### src/rtl/nco_pkg.sv
// Shared constants, LFSR step and quarter-wave table generator for the multi-channel NCO.
// The optional quadrature output is enabled by defining NCO_QUAD_OUT_EN.
package nco_pkg;

    typedef enum logic {
        CFG_SEL_FREQ  = 1'b0,
        CFG_SEL_PHASE = 1'b1
    } cfg_sel_e;

    localparam int          NCO_LATENCY = 4;
    localparam logic [15:0] LFSR_SEED   = 16'hACE1;
    // Feedback taps for x^16+x^14+x^13+x^11+1 in a right-shifting register
    localparam logic [15:0] LFSR_TAPS   = 16'h002D;
    localparam real         NCO_PI      = 3.14159265358979323846;

    function automatic logic [15:0] lfsr_next(input logic [15:0] state);
        return {^(state & LFSR_TAPS), state[15:1]};
    endfunction

    // Half-step sample offset keeps the quarter table symmetric under mirroring
    function automatic int quarter_sine(input int idx, input int quarter_bits, input int lut_width);
        real angle;
        real amp;
        angle = 2.0 * NCO_PI * (real'(idx) + 0.5) / (2.0 ** (quarter_bits + 2));
        amp   = (2.0 ** (lut_width - 1)) - 1.0;
        return $rtoi(amp * $sin(angle) + 0.5);
    endfunction

endpackage

### src/rtl/nco_quarter_rom.sv
// Synchronous quarter-wave sine ROM; a second read port exists when NCO_QUAD_OUT_EN is defined.
module nco_quarter_rom
    import nco_pkg::*;
#(
    parameter int ABITS  = 8,
    parameter int DWIDTH = 16
) (
    input  logic              clk,
    input  logic              rst_n,
    input  logic [ABITS-1:0]  addr_a,
    output logic [DWIDTH-1:0] data_a
`ifdef NCO_QUAD_OUT_EN
    ,
    input  logic [ABITS-1:0]  addr_b,
    output logic [DWIDTH-1:0] data_b
`endif
);

    logic [DWIDTH-1:0] table_w [2**ABITS];
    logic [DWIDTH-1:0] data_a_d, data_a_q;

    for (genvar i = 0; i < 2**ABITS; i++) begin : g_tbl
        localparam int VALUE = quarter_sine(i, ABITS, DWIDTH);
        assign table_w[i] = DWIDTH'(VALUE);
    end

    always_comb begin
        data_a_d = table_w[addr_a];
    end

    always_ff @(posedge clk or negedge rst_n) begin
        if (!rst_n) data_a_q <= '0;
        else        data_a_q <= data_a_d;
    end

    assign data_a = data_a_q;

`ifdef NCO_QUAD_OUT_EN
    logic [DWIDTH-1:0] data_b_d, data_b_q;

    always_comb begin
        data_b_d = table_w[addr_b];
    end

    always_ff @(posedge clk or negedge rst_n) begin
        if (!rst_n) data_b_q <= '0;
        else        data_b_q <= data_b_d;
    end

    assign data_b = data_b_q;
`endif

endmodule

### src/rtl/nco_mc_quarter.sv
// Round-robin multi-channel NCO with quarter-wave ROM, LFSR dither and sweep-aligned config update.
// Define NCO_QUAD_OUT_EN to add the out_cos quadrature output.
module nco_mc_quarter
    import nco_pkg::*;
#(
    parameter  int NUM_CH       = 4,
    parameter  int ACC_WIDTH    = 24,
    parameter  int ADDR_WIDTH   = 10,
    parameter  int LUT_WIDTH    = 16,
    parameter  int DITHER_WIDTH = 3,
    localparam int CH_W         = $clog2(NUM_CH)
) (
    input  logic                 clk,
    input  logic                 rst_n,
    input  logic                 en,
    input  logic                 cfg_we,
    input  logic                 cfg_sel,
    input  logic [CH_W-1:0]      cfg_ch,
    input  logic [ACC_WIDTH-1:0] cfg_data,
    input  logic                 update,
    output logic                 out_valid,
    output logic [CH_W-1:0]      out_ch,
    output logic [LUT_WIDTH-1:0] out_sin
`ifdef NCO_QUAD_OUT_EN
    ,
    output logic [LUT_WIDTH-1:0] out_cos
`endif
);

    localparam int QBITS = ADDR_WIDTH - 2;

    logic [CH_W-1:0]      ch_cnt_d, ch_cnt_q;
    logic [ACC_WIDTH-1:0] acc_d [NUM_CH];
    logic [ACC_WIDTH-1:0] acc_q [NUM_CH];
    logic [ACC_WIDTH-1:0] freq_sh_d [NUM_CH];
    logic [ACC_WIDTH-1:0] freq_sh_q [NUM_CH];
    logic [ACC_WIDTH-1:0] phase_sh_d [NUM_CH];
    logic [ACC_WIDTH-1:0] phase_sh_q [NUM_CH];
    logic [ACC_WIDTH-1:0] freq_act_d [NUM_CH];
    logic [ACC_WIDTH-1:0] freq_act_q [NUM_CH];
    logic [ACC_WIDTH-1:0] phase_act_d [NUM_CH];
    logic [ACC_WIDTH-1:0] phase_act_q [NUM_CH];
    logic                 pend_d, pend_q;
    logic [15:0]          lfsr_d, lfsr_q;
    logic [ACC_WIDTH-1:0] phase_sum;
    logic                 last_slot;
    logic                 apply;

    logic [ADDR_WIDTH-1:0] dith_next;
    logic                  v0_d, v0_q, v1_d, v1_q, v2_d, v2_q;
    logic [CH_W-1:0]       ch0_d, ch0_q, ch1_d, ch1_q, ch2_d, ch2_q;
    logic [ADDR_WIDTH-1:0] ph0_d, ph0_q, dith0_d, dith0_q, idx1;
    logic [1:0]            quad1_d, quad1_q, quadc;
    logic [QBITS-1:0]      fine1_d, fine1_q, finec1_d, finec1_q;
    logic [1:0]            quadc1_d, quadc1_q;
    logic                  neg2_d, neg2_q, negc2_d, negc2_q;
    logic                  out_valid_d, out_valid_q;
    logic [CH_W-1:0]       out_ch_d, out_ch_q;
    logic [LUT_WIDTH-1:0]  out_sin_d, out_sin_q, out_cos_d, out_cos_q;
    logic [LUT_WIDTH-1:0]  rom_sin_raw, rom_cos_raw;

    if (DITHER_WIDTH > 0) begin : g_dither
        assign dith_next = ADDR_WIDTH'(lfsr_q[DITHER_WIDTH-1:0]);
    end else begin : g_no_dither
        assign dith_next = '0;
    end

    // Slot issue, accumulator advance and sweep-aligned shadow-to-active transfer
    always_comb begin
        ch_cnt_d    = ch_cnt_q;
        acc_d       = acc_q;
        freq_sh_d   = freq_sh_q;
        phase_sh_d  = phase_sh_q;
        freq_act_d  = freq_act_q;
        phase_act_d = phase_act_q;
        lfsr_d      = lfsr_q;
        last_slot   = (ch_cnt_q == CH_W'(NUM_CH - 1));
        phase_sum   = acc_q[ch_cnt_q] + phase_act_q[ch_cnt_q];
        if (en) begin
            acc_d[ch_cnt_q] = acc_q[ch_cnt_q] + freq_act_q[ch_cnt_q];
            ch_cnt_d        = last_slot ? '0 : ch_cnt_q + 1'b1;
            lfsr_d          = lfsr_next(lfsr_q);
        end
        apply = (pend_q | update) & (~en | last_slot);
        if (apply) begin
            freq_act_d  = freq_sh_q;
            phase_act_d = phase_sh_q;
            pend_d      = 1'b0;
        end else begin
            pend_d      = pend_q | update;
        end
        if (cfg_we && (int'(cfg_ch) < NUM_CH)) begin
            if (cfg_sel == CFG_SEL_PHASE) phase_sh_d[cfg_ch] = cfg_data;
            else                          freq_sh_d[cfg_ch]  = cfg_data;
        end
    end

    always_comb begin
        v0_d     = en;
        ch0_d    = ch_cnt_q;
        ph0_d    = phase_sum[ACC_WIDTH-1 -: ADDR_WIDTH];
        dith0_d  = dith_next;
        idx1     = ph0_q + dith0_q;
        v1_d     = v0_q;
        ch1_d    = ch0_q;
        quad1_d  = idx1[ADDR_WIDTH-1 -: 2];
        fine1_d  = idx1[ADDR_WIDTH-2] ? ~idx1[QBITS-1:0] : idx1[QBITS-1:0];
        // Quadrature sample sits one quadrant ahead and shares the fine index bits
        quadc    = quad1_d + 2'd1;
        quadc1_d = quadc;
        finec1_d = quadc[0] ? ~idx1[QBITS-1:0] : idx1[QBITS-1:0];
        v2_d     = v1_q;
        ch2_d    = ch1_q;
        neg2_d   = quad1_q[1];
        negc2_d  = quadc1_q[1];
        out_valid_d = v2_q;
        out_ch_d    = ch2_q;
        out_sin_d   = neg2_q  ? -rom_sin_raw : rom_sin_raw;
        out_cos_d   = negc2_q ? -rom_cos_raw : rom_cos_raw;
    end

    always_ff @(posedge clk or negedge rst_n) begin
        if (!rst_n) begin
            ch_cnt_q <= '0;
            for (int i = 0; i < NUM_CH; i++) begin
                acc_q[i]       <= '0;
                freq_sh_q[i]   <= '0;
                phase_sh_q[i]  <= '0;
                freq_act_q[i]  <= '0;
                phase_act_q[i] <= '0;
            end
            pend_q      <= 1'b0;
            lfsr_q      <= LFSR_SEED;
            v0_q        <= 1'b0;
            ch0_q       <= '0;
            ph0_q       <= '0;
            dith0_q     <= '0;
            v1_q        <= 1'b0;
            ch1_q       <= '0;
            quad1_q     <= '0;
            fine1_q     <= '0;
            quadc1_q    <= '0;
            finec1_q    <= '0;
            v2_q        <= 1'b0;
            ch2_q       <= '0;
            neg2_q      <= 1'b0;
            negc2_q     <= 1'b0;
            out_valid_q <= 1'b0;
            out_ch_q    <= '0;
            out_sin_q   <= '0;
            out_cos_q   <= '0;
        end else begin
            ch_cnt_q    <= ch_cnt_d;
            acc_q       <= acc_d;
            freq_sh_q   <= freq_sh_d;
            phase_sh_q  <= phase_sh_d;
            freq_act_q  <= freq_act_d;
            phase_act_q <= phase_act_d;
            pend_q      <= pend_d;
            lfsr_q      <= lfsr_d;
            v0_q        <= v0_d;
            ch0_q       <= ch0_d;
            ph0_q       <= ph0_d;
            dith0_q     <= dith0_d;
            v1_q        <= v1_d;
            ch1_q       <= ch1_d;
            quad1_q     <= quad1_d;
            fine1_q     <= fine1_d;
            quadc1_q    <= quadc1_d;
            finec1_q    <= finec1_d;
            v2_q        <= v2_d;
            ch2_q       <= ch2_d;
            neg2_q      <= neg2_d;
            negc2_q     <= negc2_d;
            out_valid_q <= out_valid_d;
            out_ch_q    <= out_ch_d;
            out_sin_q   <= out_sin_d;
            out_cos_q   <= out_cos_d;
        end
    end

    nco_quarter_rom #(
        .ABITS  (QBITS),
        .DWIDTH (LUT_WIDTH)
    ) u_rom (
        .clk    (clk),
        .rst_n  (rst_n),
        .addr_a (fine1_q),
        .data_a (rom_sin_raw)
`ifdef NCO_QUAD_OUT_EN
        ,
        .addr_b (finec1_q),
        .data_b (rom_cos_raw)
`endif
    );

`ifdef NCO_QUAD_OUT_EN
    assign out_cos = out_cos_q;
`else
    // Without the quadrature port the cos path has no ROM behind it and folds away
    assign rom_cos_raw = '0;
    logic unused_cos;
    assign unused_cos = ^{out_cos_q, finec1_q};
`endif

    assign out_valid = out_valid_q;
    assign out_ch    = out_ch_q;
    assign out_sin   = out_sin_q;

endmodule

### config.mk
export PLATFORM = sky130hd
export DESIGN_NAME = nco_mc_quarter
export DESIGN_NICKNAME = d
export VERILOG_FILES = /design/src/rtl/nco_pkg.sv /design/src/rtl/nco_quarter_rom.sv /design/src/rtl/nco_mc_quarter.sv
export SDC_FILE = /design/constraint.sdc
export NUM_CORES = 1
export LEC_CHECK = 0
export BUFFER_PORTS_ARGS = -buffer_cell sky130_fd_sc_hd__buf_2
export CORE_UTILIZATION = 40
export CTS_CLUSTER_DIAMETER = 60
export CTS_CLUSTER_SIZE = 40
export DETAILED_ROUTE_END_ITERATION = 10
export GPL_ROUTABILITY_DRIVEN = 1
export PLACE_DENSITY = 0.59
export SLEW_MARGIN = 20
export SYNTH_ARGS = -nofsm -noshare
export SYNTH_HDL_FRONTEND = slang
export SYNTH_HIERARCHICAL = 1
export SYNTH_SLANG_ARGS = --single-unit
### constraint.sdc
create_clock -name clk -period 5.1 [get_ports clk]
set_input_delay 1.02 -clock clk [delete_from_list [all_inputs] [get_ports clk]]
set_output_delay 1.02 -clock clk [all_outputs]
set_load 0.01 [all_outputs]
# Word-level counts from Yosys, hierarchy flattened
# Memory sizes are Yosys's and may differ from the RTL's. A register that Yosys moved wholly into a read port is not among the register bits.
# Cells that the tools add are included.
[classes]
addsub = 5
n_lt_le_gt_ge = 4
n_eq_ne = 1
n_mux = 20
n_bitwise = 9
reduce_logical = 6
[ops]
columns = ["operator", "count"]
rows = [
  ["$bwmux 96", 3],
  ["$mux 24", 8],
  ["$bmux 24 s2", 3],
  ["$demux 24 s2", 2],
  ["$add 24x24->24", 2],
  ["$mux 16", 1],
  ["$neg 16->16", 1],
  ["$reduce_xor 16->1", 1],
  ["$add 10x3->10", 1],
  ["$not 8->9", 1],
  ["$mux 8", 1],
  ["$not 8->8", 1],
  ["$ge 3x3->1 const B", 2],
  ["$lt 3x1->1 const B", 2],
  ["$not 2->3", 2],
  ["$reduce_and 2->1", 2],
  ["$add 2x1->2 const B", 1],
  ["$eq 2x2->1 const B", 1],
  ["$logic_and 1x1->1", 2],
  ["$mux 2", 1],
  ["$not 1->1", 2],
  ["$or 1x1->1", 2],
  ["$and 1x1->1", 1],
  ["$logic_not 1->1", 1],
  ["$mux 1", 1],
]
[word_totals]
ff_bits = 551
rom_bits = 4096
in_bits = 32
out_inout_bits = 19
word_cells = 83
mem_count = 1
[mem_list]
columns = ["memory", "depth", "width", "read_ports", "rd_clocked_by_memory_dff", "wr", "line_no", "text"]
rows = [
  ["(no name shown)", 256, 16, 1, 1, 0, "nco_quarter_rom.sv:28", "data_a_d = table_w[addr_a];"],
]

# Depth between registers and ports, before layout
# Gate-level depths: netlist of the first run.
[depth]
word_depth = 6
ltp_mapped = 13
depth_no_buf = 9

# Modules after synthesis
# Netlist of the first run, hierarchy kept.
[modules_own_cells]
columns = ["mod", "instances", "cells_per_inst", "area_per_inst_um2", "seq_area_each_um2"]
rows = [
  ["nco_mc_quarter", 1, 1905, 25256.7, 13773.2],
  ["nco_quarter_rom", 1, 710, 4473.0, 375.4],
]

# Worst setup path before layout of the first run
# No wires, ideal clock.
[synth_timing]
path_type = "register to register"
from = "reg ch_cnt_q[0], in the netlist ch0_d[0]"
to = "reg acc_q[23] in the netlist's numbering"
setup_ns = 0.082
t_arrival_ns = 3.485
setup_slack_ns = 1.533
stages_incl_launch_ff = 13
n_path_buf = 4
period_less_slack_ns = 3.567
path_cell_list = "dfrtp_1 buf_2 buf_2 buf_2 mux4_2 ha_1 buf_2 a21oi_2 o21ai_1 a21o_1 a211o_1 or3_1 a31oi_1"
[synth_between]
elab_chain_len = 6
[synth_lines]
columns = ["item", "line_no", "text"]
rows = [
  ["from (decl)", "nco_mc_quarter.sv:32", "logic [CH_W-1:0] ch_cnt_d, ch_cnt_q;"],
  ["from (signal assigned)", "nco_mc_quarter.sv:153", "ch_cnt_q <= ch_cnt_d;"],
  ["$not 2->3 (implied by the code) *", "nco_mc_quarter.sv:80", "acc_d[ch_cnt_q] = acc_q[ch_cnt_q] + freq_act_q[ch_cnt_q];"],
  ["$bmux 24 s2 (tied with other cells)", "nco_mc_quarter.sv:80", ""],
  ["$mux 24 (implied by the code) or $logic_and 1x1->1 (tied branches)", "nco_mc_quarter.sv:80", ""],
  ["$mux 24 (implied by the code)", "nco_mc_quarter.sv:80", ""],
  ["$add 24x24->24 or $demux 24 s2 (tied branches)", "nco_mc_quarter.sv:80", ""],
  ["$bwmux 96 *", "nco_mc_quarter.sv:80", ""],
  ["to (signal, indexed assignment)", "nco_mc_quarter.sv:126", "acc_q[i] <= '0;"],
  ["to (signal assigned)", "nco_mc_quarter.sv:154", "acc_q <= acc_d;"],
  ["to (decl)", "nco_mc_quarter.sv:34", "logic [ACC_WIDTH-1:0] acc_q [NUM_CH];"],
]
# Every way passes the cells marked *; elsewhere a longest branch is shown, timed or not. The select of a mux whose other input is x is not followed.
# A chain may end at the register's enable or synchronous reset.

# Worst setup path in the final report of the first run
[layout_timing]
from = "reg ch_cnt_q[0], in the netlist ch0_d[0]"
to = "reg acc_q[70] in the netlist's numbering"
# Same word-level chain as after synthesis.

==> results by stage, run 1 <==
Place:
- In this run the tool buffered the top-level ports with 50 buffer cells.
- The HPWL after detailed placement is 57440 µm.
- The post-place instance area is 30960 µm².
- The weighted congestion reported at the end of routability-driven placement is 0.9638.

Global route:
- The total grt overflow is 0.
- The initial antenna violation count is 1.
- The first global-routing pass estimated 134600 µm of wire.
- The via count of the first global-routing pass is 22070.
- Entering global routing, the biggest net connects 125 pins.
- The global router's overall resource usage is 0.2304.

Cells and area:
- The top cell types in the final layout, fill and taps aside, are dfrtp_1, mux2_2, nand2_1.
- At the end of the flow the core is filled with cells to 0.4458.
- The most common cell after layout, fill and taps aside is dfrtp_1.
- The post-route cell area is 32640 µm².
- In the final design database the tool counted 2671 nets.
- The post-synthesis to final-layout area growth is 9.781%.
- The antenna cell count is 0.
- Of the cells placed in the final design, the portion with a size suffix greater than 1 is 0.2756.

Synth:
- The area share of the largest cell type after synthesis is 0.4688.
- Synthesis produced a netlist whose cell count is 2615.
- The biggest area contributor in the post-synthesis netlist is dfrtp_1.
- The count of yosys warnings during synthesis is 6.
- Of the synthesized area, sequential elements account for 0.4759.
- The number of nets in the synthesized netlist is ~2700.
- The share of async-settable or async-resettable flops after synthesis is 1.000.
- In this run, synthesis produced a sequential element count of roughly 570.
- The synthesized area is 29730 µm².
- After synthesis, the cell types taking the most area are dfrtp_1, mux2_2, mux4_2.
- Each instance of the synthesized netlist takes up on average 11.37 µm².
- Counting distinct cell types in the post-synthesis netlist gives 86.
- The most common flop cell mapped by yosys is dfrtp_1.
- In this run, synthesis inferred 0 flip-flops with an integrated enable.

STA:
- The max-slew violation total from the final report is 0.
- The minimum clock period is around 4.2 ns.
- Of the available clock period, the critical path in the final layout requires 0.8232.
- The worst max-slew margin expressed relative to the limit is 0.2873.
- The clock skew after layout is ~0.054 ns.
- At the pin with the least slew margin, the transition time is 1.068 ns.
- Setup violations remaining at the end of the flow were counted as 0.
- Setup repair after global routing left no endpoint under its margin.
- The final-report hold violation count was 0.
- The setup TNS is 0 ns.
- Static timing analysis puts the maximum clock frequency at ~240 MHz.

Die:
- The die span in y is 274.6 µm.
- The die is 274.6 µm wide.
- The placeable core region is around 73000 µm².
- The count of standard-cell rows is roughly 100.
- The die area is 75420 µm².
- The initial utilization of the core area, before any placement, comes to 0.4061.
- 51 I/O pins were placed.

CTS:
- CTS built an H-tree with a depth of 2.
- The total of cells resized after clock tree synthesis is 0.
- After clock tree synthesis, the clock-pin slew on the worst setup and hold paths is 0.07 ns.
- After clock tree synthesis, the flow added hold-fix buffers numbering 0.
- The root buffer cell is clkbuf_16.
- The clock passes through at most 3 buffers.
- TritonCTS built the clock tree.
- The number of buffers inserted during clock tree synthesis is 45.
- The source-to-sink clock delay at the later pin of the worst-skew pair is between 0.6 and 0.7 ns.
- The tree built by TritonCTS fans out to roughly 570 sinks.
- The total setup buffers inserted after CTS is 0.

Critical path:
- The kind of critical path is reg -> reg.
- The worst setup path is launched from a register.
- In this run the worst path has a maximum fanout of 22.
- STA classifies the critical path endpoint as a register.
- For the worst setup path, the data arrival time is around 4.7 ns.
- For the worst setup path, the data required time is around 5.6 ns.

Outcome:
- The flow ran to the end, but the final reports show violations.
- The checks that failed: design-rule violations.

Drt:
- The wire length reported by the detailed router is 85330 µm.
- The detailed router's first-iteration violation count is 2156.
- In the final routed layout, each cell accounts on average for 23.94 µm.
- For this run, the detailed router's first-pass iteration total came to 9.
- The number of antenna-violating nets in the routed design is 0.
- In the routed design, unresolved DRC markers number 3.
- The detailed-route via count is 21570.
- The post-detailed-route via-to-cell ratio is between 6 and 7.

Worst hold path:
- The class of the tightest hold or removal check is reg -> reg.

Flow run:
- The reported max-cap violation count is 0.
-- registers in the layout, summed over array words and instances (netlist names), 3 cells and up --
name / cells
acc_q: 96
phase_sh_q: 96
freq_sh_q: 96
ph0_q: 10
dith0_q: 3
fine1_q: 8
out_sin: 16
freq_act_q: 96
u_rom/data_a: 15
lfsr_q: 16
phase_act_q: 96
-- synthesized netlist by cell type, types with 10 or more instances --
cell type	count
dfrtp_1	557
xnor2_1	40
or3_1	11
a22oi_1	11
a21oi_1	119
o211ai_1	20
ha_1	69
and2_1	17
o311ai_0	22
nand3_1	75
a221oi_1	11
xor2_1	13
o21a_1	10
a21o_1	25
nor2_1	95
o31ai_1	23
inv_1	23
a211oi_1	25
o21ai_0	121
nor2b_1	34
mux4_2	73
clkbuf_1	134
nand4_1	34
a31oi_1	35
nand2b_1	40
buf_2	64
a311oi_1	22
nand2_1	229
mux2_2	401
and3_1	14
nor4_1	18
nor3_1	40
o22ai_1	14
-- layout make-up --
| type | count | area, µm² |
|---|---|---|
| clock buffer | 49 | 1151 |
| fill | 6690 | 40570 |
| timing repair buffer | 118 | 883.3 |
| inverter | 24 | 90.09 |
| clock inverter | 35 | 526.8 |
| tap | 959 | 1200 |
| sequential | 565 | 14160 |
| multi-input combinational | 1814 | 14620 |
-- worst paths after layout --
path | start | cells after the start | slack [ns] | to
worst max-delay path | ch0_d[0]$_DFFE_PN0P_ | 8 | 0.90 | acc_q[70]$_DFFE_PN0P_
worst min-delay path | ch2_q[1]$_DFF_PN0_ | 0 | 0.35 | out_ch[1]$_DFF_PN0_
worst max register to register | ch0_d[0]$_DFFE_PN0P_ | 8 | 0.90 | acc_q[70]$_DFFE_PN0P_
worst min register to register | ch2_q[1]$_DFF_PN0_ | 0 | 0.35 | out_ch[1]$_DFF_PN0_
max in group asynchronous | rst_n | 2 | 3.50 | out_sin[0]$_DFF_PN0_
min in group asynchronous | rst_n | 1 | 0.51 | out_ch[1]$_DFF_PN0_
-- through the flow --
stage,instances,hold slack (ns),setup slack [ns]
floorplan,2615,0.3312,1.533
global placement,3480,0.3331,0.9819
detailed placement,3480,0.3347,0.8497
CTS,3564,0.3498,0.8467
global route,3564,0.3579,0.5407
finish,3564,0.3483,0.9018
-- worst max-delay path, cell delays in order (launching register included) --
cell and delay, ns:
dfrtp_4 0.73, buf_4 0.44, mux4_2 0.58, ha_1 0.50
nand4_1 0.43, or2_1 0.40, o41ai_4 0.61, mux2i_1 0.25
o211a_1 0.16
-- routing by layer --
metal / vias to the layer above / routed length [µm] / GRT usage
li1: 9609 / - / -
met1: 11030 / 36400 / 0.3050
met2: 723 / 40790 / 0.3790
met3: 207 / 4612 / 0.03168
met4: 2 / 3515 / 0.09781
met5: - / 13 / 0
-- cells by family (layout without fill, tap and decap cells) --
kind of cell / count (synthesis) / count (layout) / synth area share
AO/OA/AOI/OAI: 553 / 553 / 0.1260
XOR/XNOR: 54 / 54 / 0.01616
adder cells (fa/ha/maj): 72 / 72 / 0.03076
buffers and inverters: 236 / 226 / 0.03342
flip-flops: 565 / 565 / 0.4759
multiplexers: 483 / 483 / 0.2102
other: 1 / 1 / 0.0001261
AND/OR/NAND/NOR: 651 / 651 / 0.1074
Power of run 1 is left out: the tool's default activity adds up to more than one toggle a clock period on the data nets, which glitch-free logic cannot reach.
==> inputs of run 2 (changes only) <==
Settings changed: ABC_AREA set to 1, PLACE_DENSITY 0.59 to 0.61.
Clock period 5.1 ns to 3.85 ns, I/O delays scaled along.
==> results by stage, run 2 <==
Outcome:
- The run finished with clean final reports.

STA:
- The worst max-slew margin expressed relative to the limit came to 0.2890 (+0.001707).
- The count of endpoints failing setup in the final report was 0 (unchanged).
- Setup repair after global routing left no endpoint under its margin.
- The worst hold margin came to 0.07198 ns (-0.2763 ns).
- The slack of the critical path is 0.4289 ns (-0.4729 ns).
- The minimum clock period is 3.421 ns (-0.7771 ns).
- The max-slew violation total from the final report is 0 (unchanged).
- The final-report hold violation count came to 0 (unchanged).
- The setup TNS is 0 ns (unchanged).
- The clock skew after layout is 0.06054 ns (+0.006486 ns).
- The achievable clock frequency is 292.3 MHz (+23%).
- The share of the clock period used by the worst path was 0.8886 (+0.06542).
- The actual transition at the worst max-transition pin is 1.063 ns (-0.005309 ns).

Synth:
- The complex-gate fraction of the synthesized area is 0.1296 (+0.003673).
- By area, the combinational part of the netlist is dominated by simple AND/OR/NAND/NOR gates.
- The post-synthesis net count is 3486 (+28%).
- The synthesized netlist cell count was 3383 (+29%).
- The number of enable-type register cells in the synthesized netlist is 0 (unchanged).
- The area share of fa/ha/maj cells after synthesis was 0.03139 (+0.0006225).
- The multiplexer share of the synthesized area came to 0.06456 (-0.1457).
- The mean post-synth cell area is 8.508 µm² (-25%).
- The count of yosys warnings during synthesis is 6 (unchanged).
- The most common flop cell mapped by yosys is dfrtp_1.
- Ranked by instance count, the synthesized netlist is headed by nand2_1, dfrtp_1, o21ai_0, nor2_1, nand3_1.
- The area share of the largest cell type after synthesis is 0.4843 (+0.01545).
- The number of register bits inferred by synthesis is 565 (unchanged).
- The area share of xor/xnor cells in the synthesized design was 0.01495 (-0.001206).
- By area the synthesized netlist is led by dfrtp_1, nand2_1, o21ai_0.
- nand2_1 is the most common cell in the netlist.
- The sequential fraction of the synthesis area came to 0.4916 (+0.01568).
- The basic-gate share of the synthesized area counting and, or, nand and nor cells is 0.2081 (+0.1006).
- The largest total area in the synthesized netlist belongs to dfrtp_1.
- The count of different cell masters after synthesis is 51 (-41%).
- The synthesized area is 28780 µm² (-3.2%).
- The share of async-settable or async-resettable flops after synthesis is 1.000 (unchanged).

Cells and area:
- In the layout the commonest cells are nand2_1, dfrtp_1, o21ai_0.
- The number of inserted filler cells in the final layout came to 7023 (+5.0%).
- The net count reported at finish is 3451 (+29%).
- The antenna cell count came to 0 (unchanged).
- The number of standard cells in the final layout excluding fillers is 4321 (+21%).
- The share of the core filled with cells is 0.4446 (-0.001184).
- The library cell used most frequently in the layout, excluding fill and tap cells, is nand2_1.
- From synthesis to final layout, the design area changed by 9.125%.
- The fraction of final layout cells with drive strength greater than 1 was 0.1159 (-0.1597).

Drt:
- The count of TritonRoute iterations in the first routing pass was 6 (-3).
- The wire length reported by the detailed router is 86340 µm (+1.2%).
- The detailed-route via count is 23670 (+9.8%).
- The number of antenna-violating nets in the routed design came to 0 (unchanged).
- The routed length per instance is 19.98 µm (-17%).
- The post-detailed-route via-to-cell ratio is 5.478 (-9.5%).
- The DRC violation count after routing is 0 (-3).
- The detailed router's first-iteration violation count is 2326 (+7.9%).

Critical path:
- The kind of critical path is reg -> reg.
- STA classifies the critical path endpoint as a register.
- STA classifies the critical path startpoint as a register.
- The maximum fanout count along the critical path is 44 (+100%).
- The endpoint required time on the critical path is 4.37 ns (-1.26 ns).
- The arrival time reported for the critical path endpoint is 3.94 ns (-0.79 ns).

CTS:
- The total setup buffers inserted after CTS is 0 (unchanged).
- The tree is rooted in a clkbuf_16.
- The number of clock sinks seen by CTS is 565 (unchanged).
- The number of buffers inserted during clock tree synthesis came to 42 (-6.7%).
- The total of cells resized after clock tree synthesis is 0 (unchanged).
- The number of buffers between clock root and the deepest sink came to 3 (unchanged).
- The CTS tree is done.
- The quantity of hold-fixing buffers added after cts is 0 (unchanged).
- The source-to-sink clock delay at the later pin of the worst-skew pair is 0.64 ns (about the same).
- The CTS H-tree depth is 2 (unchanged).
- The clock edge transition at the registers on the reported setup and hold paths was 0.10 ns (+0.03 ns).

Die:
- The count of standard-cell rows is 97 (-2.0%).
- The die area is 73030 µm² (-3.2%).
- The I/O pin total is 51 (unchanged).
- The die span in y is 270.2 µm (-1.6%).
- The effective utilization at floorplan is 0.4075 (+0.001356).
- The horizontal die dimension was 270.2 µm (-1.6%).
- The placeable core region was 70640 µm² (-3.5%).

Place:
- The weighted congestion reported at the end of routability-driven placement is 1.023 (+6.1%).
- The worst slack after detailed placement is 0.4768 ns (-0.3729 ns).
- The number of input and output port buffers inserted was 50 (unchanged).
- The cell count after placement is 4244 (+22%).
- The half-perimeter wire length after detailed placement is 58350 µm (+1.6%).

Power:
- Power spread over the standard cell area amounts to 1027 nW/µm².
- The largest voltage drop on the vdd net is 0.4720 mV.
- The analysis attributes to cell leakage a power of 15.15 nW.

Global route:
- The first-pass GRT wire length is 137600 µm (+2.3%).
- The initial antenna violation count was 2 (+1).
- The maximum number of pins on one net before global-route repair was 139 (+11%).
- The via count of the first global-routing pass came to 23330 (+5.7%).
- The global router's overall resource usage was 0.2384 (+0.007978).
- The total grt overflow is 0 (unchanged).

Flow run:
- The reported max-cap violation count is 0 (unchanged).

Worst hold path:
- In this run the worst hold path is classified as in -> async.
run 2: cell types whose count changed in the layout (fill, tap and decap cells not counted), sizes merged, moves of 26 or more:
| cell | change |
|---|---|
| o21ai | +352 |
| mux4 | -73 |
| inv | +158 |
| nor2 | +165 |
| nand2b | -40 |
| o22ai | +57 |
| nand2 | +687 |
| nor2b | -34 |
| o311ai | -26 |
| mux2 | -236 |
| nand3 | +163 |
| a31oi | -26 |
run 2: cell families (layout without fill, tap and decap cells):
| family | count (synthesis) | after routing |
|---|---|---|
| other | 1 | 1 |
| XOR/XNOR | 47 | 47 |
| AND/OR/NAND/NOR | 1466 | 1466 |
| multiplexers | 165 | 165 |
| buffers and inverters | 369 | 367 |
| flip-flops | 565 | 565 |
| adder cells (fa/ha/maj) | 71 | 71 |
| AO/OA/AOI/OAI | 699 | 699 |
run 2: per-layer routing:
layer | wire length, µm | up-vias | part of all wire | global-route usage
met5 | 11 | - | 0.00013 | 0
met4 | 2989 | 2 | 0.035 | 0.08817
met3 | 5064 | 181 | 0.059 | 0.02783
met2 | 39320 | 812 | 0.46 | 0.3777
met1 | 38950 | 11490 | 0.45 | 0.3354
li1 | - | 11190 | - | -
run 2: final cells by class:
class	count	area [µm²]	area share
clock buffer	43	1065	0.03390
timing repair buffer	110	848.3	0.02701
sequential	565	14160	0.4507
multi-input combinational	2449	12960	0.4126
inverter	180	683.2	0.02175
tap	940	1176	0.03745
clock inverter	34	521.8	0.01661
run 2: per-stage QoR:
stage	cell area (µm²)	total power [W]
6_report	31410	0.03227
5_1_grt	31410	0.03468
4_1_cts	31400	0.03206
3_5_place_dp	29810	0.02701
3_3_place_gp	29810	0.02705
2_1_floorplan	28780	0.02131
run 2: final timing paths:
kind                       cells past startpoint                  from  slack, ns                    endpoint
hold / removal                                 1                 rst_n       0.07  phase_sh_q[29]$_DFFE_PN0P_
hold reg to reg                                0    ch2_q[1]$_DFF_PN0_       0.35         out_ch[1]$_DFF_PN0_
max in group asynchronous                      2                 rst_n       2.59   freq_sh_q[50]$_DFFE_PN0P_
min in group clk                               0    ch2_q[1]$_DFF_PN0_       0.35         out_ch[1]$_DFF_PN0_
setup / recovery                              13  ch0_d[0]$_DFFE_PN0P_       0.43       acc_q[47]$_DFFE_PN0P_
setup reg to reg                              13  ch0_d[0]$_DFFE_PN0P_       0.43       acc_q[47]$_DFFE_PN0P_
run 2: power by group:
| group | leakage, nW | switching (W) | total [W] | internal [W] |
|---|---|---|---|---|
| sequential | 7.03 | 0.00123 | 0.00933 | 0.00809 |
| clock | 0.752 | 0.00267 | 0.00496 | 0.00229 |
| combinational | 7.37 | 0.0123 | 0.0180 | 0.00569 |
| total | 15.1 | 0.0162 | 0.0323 | 0.0161 |
run 2: critical path, stage by stage (launching register included):
cell and delay [ns]:
dfrtp_4 0.52, inv_4 0.29, buf_12 0.28, nor2_1 0.08, o22ai_1 0.34, ha_1 0.37
a21oi_1 0.36, o21ai_0 0.19, a21oi_1 0.15, nand2_1 0.12, a21oi_1 0.26, nand2_1 0.15
nand3_1 0.12, nand2_1 0.06
Note: power is estimated with default switching activity, not from simulation.
==> inputs of run 3 (changes only) <==
Settings changed: CORE_ASPECT_RATIO set to 0.5, PLACE_DENSITY 0.61 to 0.69.
==> results by stage, run 3 (synthesized netlist as in run 2, its figures left out) <==
Cells and area:
- The antenna cell count came to 0 (unchanged).
- The post-route cell area is 31030 µm² (-1.2%).
- The number of inserted filler cells in the final layout is 7020 (-0.043%).
- The net count reported at finish came to 3444 (-0.20%).
- Compared with the post-synthesis result, the final layout area differs by 7.816%.
- The most common cell after layout, fill and taps aside is nand2_1.
- The fraction of final layout cells with drive strength greater than 1 is 0.1104 (-0.005558).
- In the layout the commonest cells are nand2_1, dfrtp_1, o21ai_0.

Flow run:
- The reported max-cap violation count is 0 (unchanged).

Critical path:
- The slowest stage cell on the critical path is inv_2.
- The endpoint required time on the critical path is 4.33 ns (-0.04 ns).
- The maximum fanout count along the critical path is 33 (-25%).
- The element type at the critical path end is a register.
- Traced cell by cell, the critical path runs through inv_2 -> buf_4 -> o21ai_0 -> o22ai_1 -> ha_1 -> a21oi_1 -> o21ai_0 -> a21oi_1 -> nand2_1 -> xnor2_1 -> o21ai_0.
- The combined buffer and inverter count along the critical path is 2 (unchanged).
- The setup slack on the worst flop-to-flop path is 0.35 ns (-0.08 ns).
- The worst setup path is of the reg -> reg kind.
- In this run the critical register-to-register path is launched from ch0_d[1]$_DFFE_PN0P_.
- The kind of cell with the highest combined delay along the critical path is compound AO/OA/AOI/OAI gates.
- The critical register-to-register path endpoint is acc_q[87]$_DFFE_PN0P_.
- The most numerous cell on the critical path is o21ai_0.
- The arrival time reported for the critical path endpoint is 3.98 ns (+0.04 ns).
- The largest stage delay on the critical path is 0.58 ns (+0.06 ns).
- The kind of launch point of the worst setup path is a register.
- The count of cells along the worst register-to-register path was 11 (-2).
- The beginning of the critical path is ch0_d[1]$_DFFE_PN0P_.

Die:
- The count of standard-cell rows is 69 (-29%).
- The die area is 73100 µm² (about the same).
- The placeable core region is 71050 µm² (+0.59%).
- The die span in y is 191.7 µm (-29%).
- The effective utilization at floorplan is 0.4051 (-0.002389).
- The I/O pin total is 51 (unchanged).
- The horizontal die dimension is 381.4 µm (+41%).

CTS:
- The CTS tree is done.
- The number of clock sinks seen by CTS is 565 (unchanged).
- The total setup buffers inserted after CTS came to 0 (unchanged).
- The number of buffers between clock root and the deepest sink came to 3 (unchanged).
- The quantity of hold-fixing buffers added after cts came to 0 (unchanged).
- The root buffer cell is clkbuf_16.
- The clock edge transition at the registers on the reported setup and hold paths is 0.11 ns (about the same).
- The source-to-sink clock delay at the later pin of the worst-skew pair is 0.67 ns (+0.03 ns).
- The CTS H-tree depth is 1 (-1).
- The number of buffers inserted during clock tree synthesis was 27 (-36%).
- The total of cells resized after clock tree synthesis came to 0 (unchanged).

Global route:
- The maximum number of pins on one net before global-route repair was 85 (-39%).
- The first-pass GRT wire length is 135300 µm (-1.7%).
- The total grt overflow is 0 (unchanged).
- The initial antenna violation count is 1 (-1).
- The global router's overall resource usage was 0.2344 (-0.003974).
- The via count of the first global-routing pass is 23140 (-0.79%).

Outcome:
- The run finished with clean final reports.

Power:
- The leakage power is 14.98 nW (-1.1%).
- The ratio of total power to cell area is 1014 nW/µm² (-1.3%).
- The largest voltage drop on the vdd net was 0.4344 mV (-8.0%).
- The total power is 0.03146 W (-2.5%).

STA:
- The worst hold margin came to 0.1182 ns (+0.04621 ns).
- The count of endpoints failing setup in the final report was 0 (unchanged).
- The clock skew after layout is 0.05679 ns (-0.003749 ns).
- The slack of the critical path was 0.3495 ns (-0.07939 ns).
- The achievable clock frequency came to 285.7 MHz (-2.3%).
- The max-slew violation total from the final report is 0 (unchanged).
- The share of the clock period used by the worst path came to 0.9092 (+0.02062).
- The worst max-slew margin expressed relative to the limit is 0.2812 (-0.007857).
- Setup repair after global routing left no endpoint under its margin.
- The setup TNS is 0 ns (unchanged).
- The minimum clock period is 3.501 ns (+0.07939 ns).
- The final-report hold violation count is 0 (unchanged).
- The actual transition at the worst max-transition pin came to 1.074 ns (+0.01191 ns).

Place:
- The post-place instance area is 29960 µm² (+0.48%).
- The number of input and output port buffers inserted is 50 (unchanged).
- The weighted congestion reported at the end of routability-driven placement came to 1.014 (-0.87%).
- The worst slack after detailed placement came to 0.3804 ns (-0.09640 ns).
- The half-perimeter wire length after detailed placement is 57390 µm (-1.6%).

Drt:
- The DRC violation count after routing is 0 (unchanged).
- The post-detailed-route via-to-cell ratio is 5.552 (+1.4%).
- The number of antenna-violating nets in the routed design is 0 (unchanged).
- The routed length per instance is 19.89 µm (-0.45%).
- The detailed-route via count was 23980 (+1.3%).
- The detailed router's first-iteration violation count is 2498 (+7.4%).
- The wire length reported by the detailed router is 85910 µm (-0.49%).
- The count of TritonRoute iterations in the first routing pass is 6 (unchanged).

Worst hold path:
- The class of the tightest hold or removal check is in -> async.
-- run 3: metrics by stage --
| step | utilization | cells |
|---|---|---|
| after floorplan | - | 3383 |
| after global placement | 0.4216 | 4270 |
| after detailed placement | 0.4216 | 4270 |
| after CTS | 0.4365 | 4319 |
| after global routing | 0.4367 | 4319 |
| final | 0.4367 | 4319 |
-- run 3: worst max path at each step --
stage	slack (ns)	depth (start not counted)	endpoint
after floorplan	1.02	17	acc_q[84]$_DFFE_PN0P_
after global placement	0.42	13	ph0_q[6]$_DFF_PN0_
after detailed placement	0.38	11	acc_q[87]$_DFFE_PN0P_
after CTS	0.37	11	acc_q[87]$_DFFE_PN0P_
after global routing	0.05	13	acc_q[15]$_DFFE_PN0P_
final	0.35	11	acc_q[87]$_DFFE_PN0P_
-- run 3: area by class of cell --
class,instances,area [µm²],area share
Tap cell,958,1199,0.03863
Multi-Input combinational cell,2449,12970,0.4179
Timing Repair Buffer,118,970.9,0.03129
Clock buffer,27,675.6,0.02177
Sequential cell,565,14150,0.4562
Clock inverter,22,380.4,0.01226
Inverter,180,683.2,0.02202
-- run 3: power by group --
| part | leakage, nW | total [W] | internal [W] | switching (W) |
|---|---|---|---|---|
| registers | 7.03 | 0.00919 | 0.00808 | 0.00110 |
| logic | 7.45 | 0.0184 | 0.00584 | 0.0126 |
| clock network | 0.501 | 0.00387 | 0.00164 | 0.00223 |
| total | 15.0 | 0.0315 | 0.0156 | 0.0159 |
-- run 3: routing by layer --
metal  up-vias  part of all wire  track usage
li1      11150                 -            -
met1     11730              0.46       0.3427
met2       950              0.44       0.3586
met3       150             0.078      0.03537
met4         2             0.028      0.06889
met5         -          0.000081            0
